--- src/rtl/cart_pkg.sv ---
// Shared types and constants for the two-port cart bus arbiter.
package cart_pkg;

  localparam int NUM_PORTS = 2;

  // Value returned on a read that was abandoned by the bus timeout.
  localparam logic [7:0] RD_FILL = 8'hFF;

  typedef enum logic [2:0] {
    IDLE,
    ISSUE,
    WAIT_START,
    WAIT_END,
    DONE
  } state_t;

  // One latched requester transaction.
  typedef struct packed {
    logic [15:0] addr;
    logic [7:0]  data;
    logic        is_write;
  } req_t;

endpackage

--- src/rtl/cart_req_latch.sv ---
// Per-port request latch: accepts one transaction while idle, reports it
// as pending until the arbiter core takes it, holds busy until the core
// completes it and keeps the last read data.
module cart_req_latch
  import cart_pkg::*;
(
  input  logic        clk,
  input  logic        rst,
  input  logic [15:0] addr,
  input  logic [7:0]  din,
  input  logic        rd,
  input  logic        wr,
  input  logic        take,
  input  logic        done,
  input  logic        load,
  input  logic [7:0]  load_val,
  output logic        busy,
  output logic        pending,
  output req_t        rec,
  output logic [7:0]  dout
);

  // Accept while idle (rd+wr together counts as a write), hand off, complete.
  always_ff @(posedge clk or negedge rst) begin
    if (!rst) begin
      busy    <= 1'b0;
      pending <= 1'b0;
      rec     <= '0;
      dout    <= '0;
    end else begin
      if (!busy && (rd || wr)) begin
        busy    <= 1'b1;
        pending <= 1'b1;
        rec     <= '{addr: addr, data: din, is_write: wr};
      end else begin
        if (take) pending <= 1'b0;
        if (done) busy    <= 1'b0;
      end
      if (load) dout <= load_val;
    end
  end

endmodule

--- src/rtl/cart_arbiter.sv ---
// Two-requester arbiter in front of a single cart bus master port.
// Optional bus timeout with sticky err output: define CART_ARB_TIMEOUT_EN.
module cart_arbiter
  import cart_pkg::*;
#(
  parameter int TIMEOUT_CYCLES = 255,
  parameter int RR_EN          = 1
) (
  input  logic        clk,
  input  logic        rst,
  input  logic [15:0] a_addr,
  input  logic [7:0]  a_din,
  input  logic        a_rd,
  input  logic        a_wr,
  output logic [7:0]  a_dout,
  output logic        a_busy,
  input  logic [15:0] b_addr,
  input  logic [7:0]  b_din,
  input  logic        b_rd,
  input  logic        b_wr,
  output logic [7:0]  b_dout,
  output logic        b_busy,
  output logic [15:0] m_addr,
  output logic [7:0]  m_din,
  output logic        m_rd,
  output logic        m_wr,
  input  logic [7:0]  m_dout,
  input  logic        m_busy
`ifdef CART_ARB_TIMEOUT_EN
  ,
  output logic        err
`endif
);

  logic [NUM_PORTS-1:0][15:0] p_addr;
  logic [NUM_PORTS-1:0][7:0]  p_din;
  logic [NUM_PORTS-1:0][7:0]  p_dout;
  logic [NUM_PORTS-1:0]       p_rd, p_wr, busy, pending, take, done, load;
  req_t [NUM_PORTS-1:0]       rec;

  state_t     state;
  logic       gnt;       // port owning the current transaction
  logic       rr_ptr;    // port preferred on the next contended arbitration
  logic       sel;
  logic [7:0] load_val;
  logic       tmo_fire;
  logic       timed_out;

  assign p_addr = {b_addr, a_addr};
  assign p_din  = {b_din, a_din};
  assign p_rd   = {b_rd, a_rd};
  assign p_wr   = {b_wr, a_wr};
  assign a_busy = busy[0];
  assign b_busy = busy[1];
  assign a_dout = p_dout[0];
  assign b_dout = p_dout[1];

  assign load_val = timed_out ? RD_FILL : m_dout;

  // Grant select: contention resolved by rr_ptr, or A when fixed priority.
  always_comb begin
    sel = 1'b0;
    if (pending[0] && pending[1]) sel = (RR_EN != 0) ? rr_ptr : 1'b0;
    else if (pending[1])          sel = 1'b1;
  end

  for (genvar p = 0; p < NUM_PORTS; p++) begin : g_port
    assign take[p] = (state == IDLE) && (|pending) && (sel == 1'(p));
    assign done[p] = (state == DONE) && (gnt == 1'(p));
    assign load[p] = done[p] && !rec[p].is_write;

    cart_req_latch u_latch (
      .clk      (clk),
      .rst      (rst),
      .addr     (p_addr[p]),
      .din      (p_din[p]),
      .rd       (p_rd[p]),
      .wr       (p_wr[p]),
      .take     (take[p]),
      .done     (done[p]),
      .load     (load[p]),
      .load_val (load_val),
      .busy     (busy[p]),
      .pending  (pending[p]),
      .rec      (rec[p]),
      .dout     (p_dout[p])
    );
  end

  // Arbitration, one-cycle strobe, m_busy handshake and completion.
  always_ff @(posedge clk or negedge rst) begin
    if (!rst) begin
      state  <= IDLE;
      gnt    <= 1'b0;
      rr_ptr <= 1'b0;
      m_rd   <= 1'b0;
      m_wr   <= 1'b0;
      m_addr <= '0;
      m_din  <= '0;
    end else begin
      case (state)
        IDLE: if (|pending) begin
          gnt    <= sel;
          m_addr <= rec[sel].addr;
          m_din  <= rec[sel].data;
          m_rd   <= !rec[sel].is_write;
          m_wr   <= rec[sel].is_write;
          state  <= ISSUE;
        end
        ISSUE: begin
          m_rd  <= 1'b0;
          m_wr  <= 1'b0;
          state <= WAIT_START;
        end
        WAIT_START: begin
          if (m_busy)        state <= WAIT_END;
          else if (tmo_fire) state <= DONE;
        end
        WAIT_END: if (!m_busy || tmo_fire) state <= DONE;
        DONE: begin
          rr_ptr <= ~gnt;
          state  <= IDLE;
        end
        default: state <= IDLE;
      endcase
    end
  end

`ifdef CART_ARB_TIMEOUT_EN
  localparam int CW = $clog2(TIMEOUT_CYCLES + 1);

  logic [CW-1:0] wait_cnt;
  logic          waiting, progress;

  assign waiting  = (state == WAIT_START) || (state == WAIT_END);
  // A state that is about to advance normally never times out that cycle.
  assign progress = (state == WAIT_START) ? m_busy : !m_busy;
  assign tmo_fire = waiting && !progress && (wait_cnt >= CW'(TIMEOUT_CYCLES - 1));

  // Wait-cycle counter, sticky err and the fill-data marker for DONE.
  always_ff @(posedge clk or negedge rst) begin
    if (!rst) begin
      wait_cnt  <= '0;
      err       <= 1'b0;
      timed_out <= 1'b0;
    end else begin
      if (state == ISSUE)
        wait_cnt <= '0;
      else if (waiting && wait_cnt != CW'(TIMEOUT_CYCLES))
        wait_cnt <= wait_cnt + 1'b1;
      if (tmo_fire) begin
        err       <= 1'b1;
        timed_out <= 1'b1;
      end else if (state == DONE) begin
        timed_out <= 1'b0;
      end
    end
  end
`else
  logic unused_tmo;
  assign tmo_fire   = 1'b0;
  assign timed_out  = 1'b0;
  assign unused_tmo = (TIMEOUT_CYCLES != 0);
`endif

endmodule

--- config.mk ---
export PLATFORM = sky130hd
export DESIGN_NAME = cart_arbiter
export DESIGN_NICKNAME = d
export VERILOG_FILES = /design/src/rtl/cart_pkg.sv /design/src/rtl/cart_req_latch.sv /design/src/rtl/cart_arbiter.sv
export SDC_FILE = /design/constraint.sdc
export NUM_CORES = 1
export LEC_CHECK = 0
export CAP_MARGIN = 20
export CORE_ASPECT_RATIO = 2
export CORE_UTILIZATION = 48
export DETAILED_ROUTE_END_ITERATION = 8
export GPL_ROUTABILITY_DRIVEN = 0
export PLACE_DENSITY = 0.79
export SLEW_MARGIN = 15
export SYNTH_ARGS = -nofsm -noshare
export SYNTH_HDL_FRONTEND = slang
export SYNTH_SLANG_ARGS = --single-unit
--- constraint.sdc ---
create_clock -name clk -period 1.95 [get_ports clk]
set_input_delay 0.4875 -clock clk [delete_from_list [all_inputs] [get_ports clk]]
set_output_delay 0.4875 -clock clk [all_outputs]
set_load 0.01 [all_outputs]
# == After elaboration in Yosys (flattened, before gate mapping) ==
# Cells that the tools add are included.
# Widths: inputs -> output; s select.
# classes
order_cmp,1
n_reduce_logical,27
mux,20
bitwise_logic,2
eq_ne,7
# ops
op,count
$mux 25,2
$mux 1,12
$pmux 3 s4,1
$logic_and 1x1->1,10
$reduce_bool 2->1,5
$mux 3,3
$eq 3x2->1 const B,2
$logic_not 1->1,5
$ne 2x2->1 const B,2
$pmux 1 s2,2
$reduce_and 2->1,2
$eq 3x1->1 const B,1
$eq 3x3->1 const B,1
$logic_not 3->1,1
$reduce_and 3->1,1
$logic_or 1x1->1,2
$lt 1x2->1 const B,1
$ne 2x1->1 const B,1
$not 1->1,2
$reduce_or 2->1,1
# word_totals
input_bits,63
word_cells,76
ff_bits,101
out_inout_bits,44

# == Depth between registers and ports, before layout ==
# Gate-level depths: netlist of the first run.
# logic_depth
ltp_word,7
ltp_mapped,6

# == By module ==
# Synthesis of the first run repeated with hierarchy kept, for this count alone.
# hier_totals
hier_cells,271
hier_area_um2,4216.5
# modules_own_cells
module,n_inst,seq_area_each_um2,cells_each,area_each_um2
cart_req_latch,2,875.8,78,1391.3
cart_arbiter,1,775.7,115,1433.9

# == Worst setup path after synthesis of the first run ==
# Ideal clock, no wire load.
# synth_timing
path_type,in2reg
from,input port a_wr
to,"register, netlist name g_port[0].u_latch.rec[16]"
setup_slack_ns,0.327
n_path_buf,2
arrival_time_ns,1.499
cell_stages,4
setup_ns,0.125
cell_sequence,o21bai_1 -> clkbuf_1 -> buf_2 -> mux2_2
# synth_between
elab_chain_cells,2
# synth_rtl
element,line,rtl
start: declaration,cart_arbiter.sv:14,"input logic a_wr,"
$logic_or 1x1->1,cart_req_latch.sv:31,if (!busy && (rd || wr)) begin
$logic_and 1x1->1,cart_req_latch.sv:31,
# No other way between the ends.
# A chain may end at the register's enable or synchronous reset.

# == Worst setup path in the final report of the first run ==
# layout_timing
from,register m_din[1]
to,output port m_din[1]
# layout_lines
element,line,rtl
start: declaration,cart_arbiter.sv:24,"output logic [7:0] m_din,"
start signal: assignment,cart_arbiter.sv:105,m_din <= rec[sel].data;
# No word-level cell between the ends.

==> out/results.txt, run 1 <==
Post-DRT Antenna Nets -> 0
final wirelength -> 8663 um
outcome -> finished clean
Worst Path Max Fanout -> 2
synth unique cells -> 24
syn avg cell area -> 13.73 um2
Die X -> 66.30 um
H-tree depth -> 3
Synth Instances -> 289
CTS Hold Buffers Added -> 0
die height -> 130.6 um
Worst EP arrival -> 1.28 ns
Skew-Pair Late Insertion Delay -> 0.34 ns
Peak VDD IR -> 0.7314 mV
Total Nets Final -> 467
CTS Root Cell -> clkbuf_16
routed vias -> 2,680
Async SR Flop Fraction -> 1.000
# setup viols final -> 0
vias in the first global route -> 2,835
Period minus WS final -> 1.766 ns
Num CTS Buffers -> 9
list of most frequent post-synthesis cells -> 101 x dfrtp_1, 68 x mux2_2, 55 x nand2_1, 23 x a22oi_1, 7 x o21ai_0
Yosys reg bits -> 101
Req. time, crit path -> 1.46 ns
wire length per cell -> 17.15 um
clock tree buffer depth -> 2
antenna fix cells -> 0
CP max stage cell -> clkdlybuf4s50_1
top cells by area, synth -> dfrtp_1 64%, mux2_2 19%, nand2_1 5.2%
Core Area -> 7943 um2
Synth Flop Type -> dfrtp_1
largest net degree at the start of global routing -> 30
Starting Density -> 0.4997
number of enable flip-flop cells after synthesis -> 0
post-cts repair resize count -> 0
Worst-Margin Slew -> 0.4555 ns
post-CTS setup buffer count -> 0
final core utilization -> 0.6900
TritonCTS Sinks -> 101
# port buffers -> 106
RSZ-0062 raised after global routing -> no
leakage -> 0.002437 uW
first-pass GRT wire length -> 13,920 um
Max stage delay on crit path -> 0.55 ns
Worst Clk Skew -> 0.006009 ns
Remaining DRCs -> 0
CTS tree -> done
Worst-path clk slew -> 0.06 ns
CP Launch Type -> register
family with the most delay on the worst path -> buffers and inverters
P per Cell Area -> 1515 nW/um2
detailed-router iteration count before antenna repair -> 4
HPWL after DPL -> 6184 um
max frequency -> 566.2 MHz
Post-Syn Nets -> 352
Vias/cell -> 5.307
Ports -> 107
setup TNS -> 0 ns
critical path endpoint category -> output port
worst slew margin relative to its limit -> 0.6960
critical path cell sequence -> clkdlybuf4s50_1
worst hold-check path type -> input pin to async pin
Yosys warnings -> 0
share of cells above drive strength 1 -> 0.2469
most frequent cell after synthesis -> dfrtp_1
Pins Over Slew Limit -> 0
Site Rows -> 46
DIE AREA -> 8658 um2
Iter 0 DRT Violations -> 113
Synth top area share -> 0.6368
Seq/Total Area, Yosys -> 0.6368
initial antenna violation count -> 0
Worst Path Buf+Inv -> 1
period utilization -> 0.9058
filler cell count -> 574
final hold violation count -> 0
gr usage total -> 0.2227
Area Overhead vs Synth -> 38.08%
critical path class -> register to output port
total grt overflow -> 0
max_cap viols -> 0
Yosys top cell by area -> dfrtp_1
synthesized area -> 3969 um2
## sequential cells by signal, summed over array words and instances (netlist names)
| signal | count |
|---|---|
| g_port.u_latch.dout | 16 |
| g_port.u_latch.pending | 2 |
| m_rd | 1 |
| m_din | 8 |
| m_wr | 1 |
| g_port.u_latch.busy | 2 |
| rr_ptr | 1 |
| m_addr | 16 |
| gnt | 1 |
| state | 3 |
| g_port.u_latch.rec | 50 |
## cells by family after synthesis
group | Yosys count | share of synthesized area
DFF | 101 | 0.6368
and+or+nand+nor | 68 | 0.07535
buffers and inverters | 15 | 0.02554
AOI/OAI and AO/OA | 37 | 0.06935
muxes | 68 | 0.1929
## cell type report
type	instances	area [um2]	share of cell area
multi-input cells	173	1348	0.2459
clock buffers	13	240.2	0.04384
flip-flops and latches	101	2527	0.4612
well taps	96	120.1	0.02192
inverters	2	7.507	0.001370
repair buffers	117	1191	0.2174
clock inverters	3	46.29	0.008447
## metal layers
metal  share of wire  global-route usage  up-vias
li1                -                   -     1238
met1            0.37              0.2469     1343
met2            0.54              0.3920       82
met3           0.053             0.04688       17
met4           0.030              0.1164        0
met5               0                   0        -
## metrics by stage
step           total power, uW  area, um2  cells  setup WS (ns)  hold WS, ns
6_report                  8300       5480    505         0.1837      0.04872
4_1_cts                   8382       5480    505         0.1617      0.05190
5_1_grt                   8821       5480    505         0.1165      0.06484
3_3_place_gp              6469       5194    489         0.1155       0.4176
3_5_place_dp              6626       5194    489        0.07593       0.4193
2_1_floorplan             5272       3969    289         0.3267       0.1919
## path summary, 6_finish.rpt
kind	slack [ns]	end	start	cells past startpoint
worst max-delay path	0.18	m_din[1]	m_din[1]	1
worst min-delay path	0.05	g_port[0].u_latch.dout[3]	rst	1
worst max register to register	0.23	m_addr[7]	state[2]	5
worst min register to register	0.46	m_addr[3]	g_port[1].u_latch.rec[12]	2
max in group asynchronous	1.23	g_port[1].u_latch.busy	rst	2
min in group clk	0.46	m_addr[3]	g_port[1].u_latch.rec[12]	2
## power breakdown
group | total, uW | internal (uW) | switching (uW)
clock network | 1730 | 999 | 726
logic | 2950 | 1730 | 1220
registers | 3620 | 3060 | 560
## cells in the final DEF (no fill, tap or decap)
master	n
a21oi_1	1
buf_12	4
nor3_2	1
or3b_2	1
mux2_2	68
dfrtp_1	101
a211oi_4	1
and2_1	1
a22oi_2	1
nor2_2	1
nand3_1	2
nor3_4	1
a21o_1	2
clkinv_4	1
inv_1	2
clkdlybuf4s50_1	105
or3_4	1
clkbuf_16	9
o21bai_2	2
o21ai_0	7
nor2b_1	1
a22oi_1	23
clkinvlp_4	1
nor3_1	2
nor2_1	2
buf_4	8
nand2_1	55
clkbuf_1	4
bufinv_16	1
Power figures use the tool's default switching activity.
==> inputs of run 2 (changes only) <==
Settings changed: CTS_CLUSTER_SIZE set to 25.
Clock period 1.95 ns to 1.9 ns, I/O delays scaled along.
==> out/results.txt, run 2 (synthesis gave the netlist of run 1 again) <==
biggest registers after layout -> g_port.u_latch.rec (50), g_port.u_latch.dout (16), m_addr (16)
routed vias -> 2,679 (-0.037%)
# setup viols final -> 0 (unchanged)
vias in the first global route -> 2,817 (-0.63%)
die height -> 130.6 um (unchanged)
Site Rows -> 46 (unchanged)
Num CTS Buffers -> 9 (unchanged)
wire length per cell -> 17.25 um (+0.53%)
critical path cell sequence -> clkdlybuf4s50_1
CTS tree -> done
family with the most delay on the worst path -> buffers and inverters
Worst-path clk slew -> 0.06 ns (about the same)
antenna fix cells -> 0 (unchanged)
H-tree depth -> 3 (unchanged)
setup TNS -> 0 ns (unchanged)
CP Launch Type -> register
DIE AREA -> 8658 um2 (unchanged)
Worst-Margin Slew -> 0.3765 ns (-0.07902 ns)
Vias/cell -> 5.315 (+0.16%)
final hold violation count -> 0 (unchanged)
first-pass GRT wire length -> 13,720 um (-1.5%)
commonest non-fill, non-tap cell in the layout -> clkdlybuf4s50_1
RSZ-0062 raised after global routing -> no
period utilization -> 0.9222
Worst Path Max Fanout -> 2 (unchanged)
Worst EP arrival -> 1.28 ns (about the same)
CP max stage cell -> clkdlybuf4s50_1
Biggest register -> g_port.u_latch.rec
Max stage delay on crit path -> 0.55 ns (about the same)
critical path class -> register to output port
dpl cell area -> 5219 um2 (+0.48%)
worst hold-check path type -> input pin to async pin
most frequent cells in the layout -> 105 x clkdlybuf4s50_1, 101 x dfrtp_1, 68 x mux2_2
TritonCTS Sinks -> 101 (unchanged)
final core utilization -> 0.6968 (+0.006774)
Worst Clk Skew -> 0.005446 ns (-0.0005632 ns)
Starting Density -> 0.4997 (unchanged)
Worst Path Buf+Inv -> 1 (unchanged)
Total Nets Final -> 467 (unchanged)
Remaining DRCs -> 0 (unchanged)
largest net degree at the start of global routing -> 47 (+57%)
Peak VDD IR -> 0.8103 mV (+11%)
max_cap viols -> 0 (unchanged)
CTS Root Cell -> clkbuf_16
Req. time, crit path -> 1.42 ns (-0.04 ns)
worst reg2reg setup slack -> 0.25 ns (+0.02 ns)
gr usage total -> 0.2202 (-0.002512)
P per Cell Area -> 1571 nW/um2 (+3.7%)
initial antenna violation count -> 0 (unchanged)
clock tree buffer depth -> 2 (unchanged)
final wirelength -> 8692 um (+0.33%)
HPWL after DPL -> 5881 um (-4.9%)
Area Overhead vs Synth -> 39.44%
post-CTS setup buffer count -> 0 (unchanged)
Iter 0 DRT Violations -> 191 (+69%)
CTS Hold Buffers Added -> 0 (unchanged)
worst slew margin relative to its limit -> 0.7490 (+0.05301)
# port buffers -> 106 (unchanged)
Post-DRT Antenna Nets -> 0 (unchanged)
Period minus WS final -> 1.752 ns
Power, Total -> 8692 uW (+4.7%)
Ports -> 107 (unchanged)
Pins Over Slew Limit -> 0 (unchanged)
Skew-Pair Late Insertion Delay -> 0.34 ns (about the same)
critical path endpoint category -> output port
detailed-router iteration count before antenna repair -> 6 (+2)
Die X -> 66.30 um (unchanged)
max FFs per register -> 50 (unchanged)
Core Area -> 7943 um2 (unchanged)
total grt overflow -> 0 (unchanged)
fin area -> 5534 um2 (+0.98%)
share of cells above drive strength 1 -> 0.2525 (+0.005507)
leakage -> 0.002462 uW (+1.1%)
outcome -> finished clean
max frequency -> 570.7 MHz
post-cts repair resize count -> 0 (unchanged)
[run 2: changes by cell type in the layout (fill, tap and decap cells not counted), sizes merged]
cell and delta:
clkbuf -2, bufinv +1
[run 2: layout make-up]
| class | instances | area [um2] |
|---|---|---|
| sequential | 101 | 2527 |
| fill | 569 | 2409 |
| multi-input combinational | 173 | 1348 |
| timing repair buffer | 117 | 1216 |
| clock buffer | 11 | 242.7 |
| tap | 96 | 120.1 |
| clock inverter | 4 | 72.57 |
| inverter | 2 | 7.507 |
[run 2: where the power goes]
group          switching, uW  internal [uW]  total [uW]
Sequential               579           3140        3720
Clock                    746           1180        1930
Combinational           1250           1790        3040
Total                   2580           6120        8690
[run 2: worst paths after layout]
kind,start,end,cells after the start
max in group asynchronous,rst,g_port[1].u_latch.rec[1],2
hold reg to reg,g_port[1].u_latch.rec[8],m_din[7],2
min in group clk,g_port[1].u_latch.rec[8],m_din[7],2
setup / recovery,m_din[1],m_din[1],1
setup reg to reg,state[0],m_addr[5],5
hold / removal,rst,g_port[1].u_latch.dout[4],1
[run 2: per-layer routing]
layer | up-vias | part of all wire | global-route usage
li1 | 1232 | - | -
met5 | - | 0 | 0
met4 | 0 | 0.021 | 0.09387
met2 | 79 | 0.55 | 0.3812
met3 | 14 | 0.053 | 0.06510
met1 | 1354 | 0.37 | 0.2475
[run 2: through the flow]
step	instances	hold WS (ns)	setup WS, ns
after floorplan	289	0.1794	0.2853
after global placement	489	0.4053	0.07365
after detailed placement	489	0.4189	0.04495
after CTS	504	0.05034	0.1402
after global routing	504	0.06545	0.1084
final	504	0.05147	0.1479
